<file path="config.mk">
export PLATFORM = sky130hd
export DESIGN_NAME = bcd_sub_serial
export DESIGN_NICKNAME = d
export VERILOG_FILES = /design/src/rtl/bcd_sub_serial.sv
export SDC_FILE = /design/constraint.sdc
export NUM_CORES = 1
export LEC_CHECK = 0
export CAP_MARGIN = 20
export CORE_MARGIN = 2
export CORE_UTILIZATION = 25
export CTS_BUF_LIST = sky130_fd_sc_hd__clkbuf_8 sky130_fd_sc_hd__clkbuf_16
export DETAILED_ROUTE_END_ITERATION = 8
export PLACE_DENSITY = 0.5
export SYNTH_ARGS = -nofsm -noshare
export SYNTH_HDL_FRONTEND = slang
export SYNTH_SLANG_ARGS = --single-unit
</file>
<file path="constraint.sdc">
create_clock -name clk -period 5.6 [get_ports clk]
set_input_delay 1.12 -clock clk [delete_from_list [all_inputs] [get_ports clk]]
set_output_delay 1.12 -clock clk [all_outputs]
set_load 0.05 [all_outputs]
</file>
<file path="src/rtl/bcd_sub_serial.sv">
// Digit-serial BCD subtractor: D = A - B - bin, one decimal digit per clock, LSD first.
// A start/busy/done handshake accepts one operation at a time; results hold until the next start.
module bcd_sub_serial #(
    parameter int DIGITS = 3
) (
    input  logic                  clk,
    input  logic                  rst,
    input  logic                  start,
    input  logic [4*DIGITS-1:0]   A,
    input  logic [4*DIGITS-1:0]   B,
    input  logic                  bin,
    output logic                  busy,
    output logic                  done,
    output logic [4*DIGITS-1:0]   D,
    output logic                  bout,
    output logic                  err
);

    localparam int W  = 4 * DIGITS;
    localparam int CW = (DIGITS > 1) ? $clog2(DIGITS) : 1;
    localparam logic [CW-1:0] LAST = CW'(DIGITS - 1);

    typedef enum logic [1:0] {
        IDLE,
        CALC,
        DONE
    } state_t;

    state_t state, state_nxt;

    logic [W-1:0]      a_reg, b_reg;
    logic [CW-1:0]     cnt;
    logic              borrow;
    logic              last;
    logic              bad_digit;
    logic [3:0]        a_dig, b_dig, d_dig;
    logic signed [4:0] t, t_adj;
    logic              borrow_nxt;

    assign last = (cnt == LAST);

    // NOTE: every variable assigned in an always_comb gets a default first, so no path infers a latch.
    always_comb begin
        bad_digit = 1'b0;
        for (int i = 0; i < DIGITS; i++) begin
            if (A[4*i +: 4] > 4'd9 || B[4*i +: 4] > 4'd9) bad_digit = 1'b1;
        end
    end

    // Digit mux by comparison keeps every part-select constant.
    always_comb begin
        a_dig = 4'd0;
        b_dig = 4'd0;
        for (int i = 0; i < DIGITS; i++) begin
            if (cnt == CW'(i)) begin
                a_dig = a_reg[4*i +: 4];
                b_dig = b_reg[4*i +: 4];
            end
        end
    end

    always_comb begin
        t          = $signed({1'b0, a_dig}) - $signed({1'b0, b_dig}) - $signed({4'b0000, borrow});
        t_adj      = t + 5'sd10;
        borrow_nxt = t[4];
        d_dig      = borrow_nxt ? t_adj[3:0] : t[3:0];
    end

    // NOTE: sequential state uses non-blocking assignments so all registers update together at the edge.
    always_ff @(posedge clk) begin
        if (rst) state <= IDLE;
        else     state <= state_nxt;
    end

    always_comb begin
        state_nxt = state;
        case (state)
            IDLE:    if (start) state_nxt = CALC;
            CALC:    if (last)  state_nxt = DONE;
            DONE:    state_nxt = IDLE;
            default: state_nxt = IDLE;
        endcase
    end

    always_comb begin
        busy = (state == CALC);
        done = (state == DONE);
    end

    always_ff @(posedge clk) begin
        if (rst) begin
            a_reg  <= '0;
            b_reg  <= '0;
            cnt    <= '0;
            borrow <= 1'b0;
            D      <= '0;
            bout   <= 1'b0;
            err    <= 1'b0;
        end else begin
            case (state)
                IDLE: begin
                    if (start) begin
                        a_reg  <= A;
                        b_reg  <= B;
                        cnt    <= '0;
                        borrow <= bin;
                        err    <= bad_digit;
                        D      <= '0;
                    end
                end
                CALC: begin
                    cnt    <= cnt + 1'b1;
                    borrow <= borrow_nxt;
                    for (int i = 0; i < DIGITS; i++) begin
                        if (cnt == CW'(i)) D[4*i +: 4] <= d_dig;
                    end
                    if (last) begin
                        cnt <= '0;
                        // An invalid operand still runs the full loop but publishes a zero result.
                        if (err) begin
                            D    <= '0;
                            bout <= 1'b0;
                        end else begin
                            bout <= borrow_nxt;
                        end
                    end
                end
                default: ;
            endcase
        end
    end

endmodule

</file>
==> results.py, run 1 <==
metrics = {
    "placed_design": {
        "dpl-instance-area_sq_mm": 0.00257,
        "port_buffers": 43,
        "dp_hpwl_mm": 3.88,
        "place.gp.congestion": 0.802,
    },
    "detailed_routing": {
        "wl_per_cell_microns": 12.9,
        "routed_wl_mm": 5.15,
        "firstDrtPassIters": 4,
        "drt_iter0_drc": 113,
        "drtAntennaViolNets": 0,
        "viasPerCell": 4.56,
        "drc": 0,
        "dr_total_vias": 1819,
    },
    "timing": {
        "fin_skew_ns": 0.00209,
        "rsz0062_at_grt": "false",
        "setup_violations": 0,
        "final_max_slew_viol_count": 0,
        "fin_tns_setup_ns": 0,
        "hold_viol": 0,
        "worst_pin_slew_ns": 0.979,
        "slew_headroom": 0.347,
        "max_freq_ghz": 0.285,
        "fin_crit_ns": 3.51,
        "fin_crit_sh": 0.627,
    },
    "synth": {
        "synth_nets": 291,
        "netlist_area_sq_mm": 0.00206,
        "ys_seq_area_frac": 0.417,
        "yosys_warnings": 0,
        "async_reset_ff_frac": 0,
        "ys.flop_type": "dfxtp_1",
        "synth_edf_count": 0,
        "synth-seq-cells": 43,
        "synthCells": 256,
        "syn_area_per_cell_sq_um": 8.05,
        "synth_cell_types": 40,
    },
    "setup_path": {
        "cpMostUsedCell": "fa_1",
        "cp_slowest_cell": "nor2b_1",
        "path_max_fanout": 17,
        "start_kind": "flop",
        "regToRegStartpoint": "cnt[0]$_SDFFE_PP0P_",
        "arrival_ns": 3.71,
        "critPathCaptureType": "flop",
        "path_buf_inv": 1,
        "startpoint": "cnt[0]$_SDFFE_PP0P_",
        "slowest_delay_ns": 0.62,
        "worstPathRequired_ns": 5.79,
        "crit_family": "adder cells",
        "worstPathCellList": "nor2b_1, nand2_1, o21ai_0, fa_1, inv_1, fa_1, xor2_1, ha_1, o21ai_1, o31ai_4, xnor2_1, a32o_2",
        "ff2ff_setup_slack_ns": 2.09,
        "path_class": "reg -> reg",
    },
    "power": {
        "vdd_drop_max_mv": 0.0958,
        "cellPowerDensity_mw_per_mm2": 277,
        "leakage_nw": 0.969,
    },
    "outcome": {
        "status": "finished clean",
    },
    "clock_tree": {
        "clock_path_buffers": 2,
        "postCtsResizedCells": 0,
        "clkLatencyLatePin_ns": 0.29,
        "htreeDepth": 2,
        "clock-sinks": 43,
        "cts_hold_buf": 0,
        "cts_made_buffers": 5,
        "post_cts_buffers": 0,
        "cts_tree": "yes",
        "cts_root_buf": "clkbuf_8",
        "cts.reportedPaths.clkPinSlew_ns": 0.08,
    },
    "floorplanning": {
        "die_h_microns": 94.8,
        "die_x_microns": 94.8,
        "die_area_sq_mm": 0.00899,
        "initial_core_util": 0.255,
        "core_sq_mm": 0.00809,
        "num_rows": 33,
        "io-pin-count": 44,
    },
    "cells_and_area": {
        "final_common_cell": "nand2_1",
        "synthToLayoutAreaGrowth_pct": 28.6,
        "layout.nets": 328,
        "antenna_cells": 0,
        "drive_gt1_frac": 0.0476,
        "stdcell_area_sq_mm": 0.00265,
        "final_cell_mix": "nand2_1, dfxtp_1, clkdlybuf4s50_1",
    },
    "job": {
        "drv_cap": 0,
    },
    "grt": {
        "grtUsageTotal": 0.124,
        "grt_max_degree": 40,
        "antenna_found_initial": 0,
        "grt_overflow": 0,
        "grt_pass1_wl_mm": 8.65,
        "first_global_vias": 1789,
    },
    "worst_hold_path": {
        "min-delay-start": "D[6]$_SDFFE_PP0P_",
        "hold_path.class": "reg -> reg",
    },
}
-- cells in the mapped netlist, drive strengths merged, types with 2 or more instances --
| cell | count | area (sq um) |
|---|---|---|
| a32o | 2 | 21.3 |
| nand2 | 61 | 229 |
| nor2b | 2 | 12.5 |
| nor2 | 18 | 70.1 |
| clkbuf | 7 | 26.3 |
| buf | 7 | 37.5 |
| dfxtp | 43 | 861 |
| a22oi | 4 | 30.0 |
| nand3b | 2 | 15.0 |
| xnor2 | 3 | 26.3 |
| xor2 | 2 | 17.5 |
| fa | 2 | 40.0 |
| and2 | 3 | 18.8 |
| inv | 9 | 33.8 |
| ha | 5 | 62.6 |
| mux2i | 9 | 90.1 |
| a21oi | 36 | 180 |
| nor3 | 3 | 15.0 |
| o31ai | 2 | 28.8 |
| nand2b | 8 | 50.1 |
| o21ai | 15 | 75.1 |
-- routing by layer --
layer	share of wire	GRT usage	wire (microns)
met1	0.49	0.162	2500
met5	0	0	0
met2	0.47	0.207	2430
met3	0.035	0.0287	179
met4	0.0064	0.0326	33
-- worst reg2reg max path, cell delays in order, from the launching register on --
cell	delay (ns)
dfxtp_1	0.59
nor2b_1	0.62
nand2_1	0.10
o21ai_0	0.14
fa_1	0.21
inv_1	0.07
fa_1	0.45
xor2_1	0.20
ha_1	0.25
o21ai_1	0.23
o31ai_4	0.10
xnor2_1	0.17
a32o_2	0.28
-- worst paths after layout --
check	end	cells past startpoint
worst max-delay path	D[11]$_SDFFE_PP0P_	12
worst max register to register	D[11]$_SDFFE_PP0P_	12
worst min-delay path	D[6]$_SDFFE_PP0P_	2
worst min register to register	D[6]$_SDFFE_PP0P_	2
-- cells by family (layout without fill, tap and decap cells) --
group | Yosys count | after routing | synth area share
compound gates | 68 | 68 | 0.198
xor+xnor | 6 | 6 | 0.0328
fa+ha+maj | 7 | 7 | 0.0498
buf+inv | 23 | 61 | 0.0473
flops | 43 | 43 | 0.417
mux | 9 | 9 | 0.0437
simple gates | 100 | 100 | 0.211
-- through the flow --
| step | std cells | hold WS [ns] | worst slack (ns) | total power (W) | util |
|---|---|---|---|---|---|
| after floorplan | 256 | 0.436 | 2.64 | 0.000487 | - |
| after global placement | 391 | 0.439 | 2.22 | 0.000549 | 0.317 |
| after detailed placement | 391 | 0.441 | 2.10 | 0.000551 | 0.317 |
| after CTS | 399 | 0.461 | 2.08 | 0.000747 | 0.328 |
| after global routing | 399 | 0.481 | 1.69 | 0.000784 | 0.328 |
| final | 399 | 0.456 | 2.09 | 0.000734 | 0.328 |
-- where the power goes --
| group | internal, W | switching, W | leakage, nW |
|---|---|---|---|
| logic | 0.0000883 | 0.000114 | 0.572 |
| clock network | 0.0000854 | 0.000107 | 0.0453 |
| registers | 0.000324 | 0.0000148 | 0.352 |
-- area by class of cell --
class,count,area [sq um]
Inverter,9,33.8
Multi-Input combinational cell,190,1100
Tap cell,105,131
Clock buffer,5,68.8
Timing Repair Buffer,44,438
Clock inverter,3,16.3
Sequential cell,43,861
Fill cell,892,5440
Note: power is estimated with default switching activity, not from simulation.
==> run 2, diff against run 1 <==
--- a/config.mk
+++ b/config.mk
@@ -10,7 +10,7 @@
 export CORE_UTILIZATION = 25
 export CTS_BUF_LIST = sky130_fd_sc_hd__clkbuf_8 sky130_fd_sc_hd__clkbuf_16
 export DETAILED_ROUTE_END_ITERATION = 8
-export PLACE_DENSITY = 0.5
+export PLACE_DENSITY = 0.52
 export SYNTH_ARGS = -nofsm -noshare
 export SYNTH_HDL_FRONTEND = slang
 export SYNTH_SLANG_ARGS = --single-unit
==> constraint.sdc (replaced) <==
create_clock -name clk -period 2.8 [get_ports clk]
set_input_delay 0.56 -clock clk [delete_from_list [all_inputs] [get_ports clk]]
set_output_delay 0.56 -clock clk [all_outputs]
set_load 0.05 [all_outputs]
==> run 2 against run 1 <==
Setup slack got worse by 2.0 ns. Sequential power increased by 98%. Final area rose by 5.0%. Cell count rose by 2.0%. Hold slack worse by 0.0032 ns. Largest power group unchanged.
==> results.py, run 2 (same netlist as run 1, synthesis figures left out) <==
metrics = {
    "setup_path": {
        "arrival_ns": 2.87,
        "worstPathRequired_ns": 3.00,
        "r2r-end": "D[11]$_SDFFE_PP0P_",
        "critPathCaptureType": "flop",
        "cp_slowest_cell": "dfxtp_4",
        "path_class": "reg -> reg",
        "slowest_delay_ns": 0.39,
        "worstPathCellList": "mux2i_1, nor2_1, a21oi_2, fa_2, inv_2, fa_2, xor2_1, ha_2, o21ai_2, o31ai_4, xnor2_2, a32o_2",
        "ff2ff_setup_slack_ns": 0.14,
        "path_max_fanout": 5,
        "reg2regPathDepth": 12,
        "cpMostUsedCell": "fa_2",
        "regToRegStartpoint": "cnt[1]$_SDFFE_PP0P_",
        "start_kind": "flop",
    },
    "clock_tree": {
        "htreeDepth": 2,
        "clkLatencyLatePin_ns": 0.30,
        "post_cts_buffers": 0,
        "cts.reportedPaths.clkPinSlew_ns": 0.08,
        "cts_root_buf": "clkbuf_8",
        "clock_path_buffers": 2,
        "cts_hold_buf": 0,
        "clock-sinks": 43,
        "cts_tree": "yes",
        "cts_made_buffers": 5,
    },
    "floorplanning": {
        "die_h_microns": 94.8,
        "initial_core_util": 0.255,
        "io-pin-count": 44,
        "num_rows": 33,
        "core_sq_mm": 0.00809,
        "die_x_microns": 94.8,
        "die_area_sq_mm": 0.00899,
    },
    "worst_hold_path": {
        "min_to": "D[10]$_SDFFE_PP0P_",
        "hold_path.class": "reg -> reg",
        "min-delay-start": "D[10]$_SDFFE_PP0P_",
        "hold_depth": 2,
    },
    "cells_and_area": {
        "stdcell_area_sq_mm": 0.00279,
        "layout.cells.non_filler": 407,
        "antenna_cells": 0,
        "synthToLayoutAreaGrowth_pct": 35.1,
        "final_util": 0.344,
        "drive_gt1_frac": 0.116,
        "final_cell_mix": "nand2_1, clkdlybuf4s50_1, dfxtp_1",
        "final_common_cell": "nand2_1",
        "layout.nets": 336,
        "n_fill_cell": 878,
    },
    "outcome": {
        "status": "finished clean",
    },
    "grt": {
        "grt_pass1_wl_mm": 8.32,
        "first_global_vias": 1727,
        "grtUsageTotal": 0.120,
        "grt_overflow": 0,
        "grt_max_degree": 39,
        "antenna_found_initial": 0,
    },
    "timing": {
        "fin_crit_sh": 0.951,
        "setup_violations": 0,
        "worst_pin_slew_ns": 0.628,
        "hold_viol": 0,
        "max_freq_ghz": 0.375,
        "fin_skew_ns": 0.00436,
        "fin_crit_ns": 2.66,
        "slew_headroom": 0.578,
        "final_max_slew_viol_count": 0,
        "fin_ws_ns": 0.136,
    },
    "detailed_routing": {
        "wl_met1_mm": 2.36,
        "highest_layer": "met4",
        "dr_total_vias": 1833,
        "drt_iter0_drc": 135,
        "firstDrtPassIters": 4,
        "drtAntennaViolNets": 0,
        "routed_wl_mm": 5.09,
        "met2WireLength_mm": 2.46,
        "drc": 0,
        "viasPerCell": 4.50,
        "wl_per_cell_microns": 12.5,
        "wl_met3_microns": 190,
    },
    "placed_design": {
        "dpl-instance-area_sq_mm": 0.00264,
        "numPlacedInstances": 399,
        "place_ws_ns": 0.00587,
        "place.gp.congestion": 0.772,
        "dp_hpwl_mm": 3.84,
        "port_buffers": 43,
    },
    "power": {
        "cellPowerDensity_mw_per_mm2": 583,
        "leakage_nw": 1.03,
        "vdd_drop_max_mv": 0.162,
    },
    "job": {
        "drv_cap": 0,
    },
}
==> run 2: cell count changes in the layout (fill, tap and decap cells not counted), sizes merged <==
cell and delta:
buf +8, bufinv +1, clkinv +1, clkinvlp -1
inv -1
==> run 2: how the worst max path moves through the flow <==
stage / cells after the start / to / startpoint
2_1_floorplan: 12 / D[11]$_SDFFE_PP0P_ / cnt[1]$_SDFFE_PP0P_
3_3_place_gp: 11 / D[6]$_SDFFE_PP0P_ / cnt[1]$_SDFFE_PP0P_
3_5_place_dp: 10 / D[11]$_SDFFE_PP0P_ / cnt[1]$_SDFFE_PP0P_
4_1_cts: 10 / D[11]$_SDFFE_PP0P_ / cnt[1]$_SDFFE_PP0P_
5_1_grt: 12 / D[11]$_SDFFE_PP0P_ / cnt[1]$_SDFFE_PP0P_
6_report: 12 / D[11]$_SDFFE_PP0P_ / cnt[1]$_SDFFE_PP0P_
==> run 2: power by group <==
group,switching [W],internal [W],total [W]
Clock,0.000225,0.000266,0.000491
Combinational,0.000250,0.000212,0.000463
Sequential,0.0000251,0.000647,0.000672
Total,0.000500,0.00112,0.00163
==> run 2: what timing repair did <==
action	in CTS	in global routing
gates cloned	0	0
resized for setup	1	11
pin swaps	0	0
setup endpoints to repair	1	10
==> run 2: per-layer routing <==
metal,vias up,GRT usage
met5,-,0
met4,0,0.0471
met3,6,0.0247
met2,36,0.192
met1,835,0.157
li1,956,-
==> run 2: critical path, delay by kind of cell (launching register included) <==
| family | cells | cell delay [ns] |
|---|---|---|
| compound gates | 4 | 0.68 |
| xor+xnor | 2 | 0.36 |
| fa+ha+maj | 3 | 0.84 |
| buf+inv | 1 | 0.05 |
| flops | 1 | 0.39 |
| mux | 1 | 0.18 |
| simple gates | 1 | 0.06 |
==> run 2: cell type report <==
| type | count | area [sq um] | share of cell area |
|---|---|---|---|
| Clock buffer | 5 | 68.8 | 0.0247 |
| Tap cell | 105 | 131 | 0.0472 |
| Clock inverter | 3 | 43.8 | 0.0157 |
| Multi-Input combinational cell | 190 | 1140 | 0.411 |
| Inverter | 9 | 33.8 | 0.0121 |
| Timing Repair Buffer | 52 | 498 | 0.179 |
| Sequential cell | 43 | 865 | 0.310 |
==> run 2: per-stage QoR <==
| stage | setup TNS [ns] | hold WS (ns) | total power, W |
|---|---|---|---|
| 6_report | 0 | 0.453 | 0.00163 |
| 5_1_grt | -0.0563 | 0.479 | 0.00172 |
| 4_1_cts | 0 | 0.459 | 0.00162 |
| 3_5_place_dp | 0 | 0.447 | 0.00113 |
| 3_3_place_gp | 0 | 0.444 | 0.00112 |
| 2_1_floorplan | 0 | 0.436 | 0.000981 |
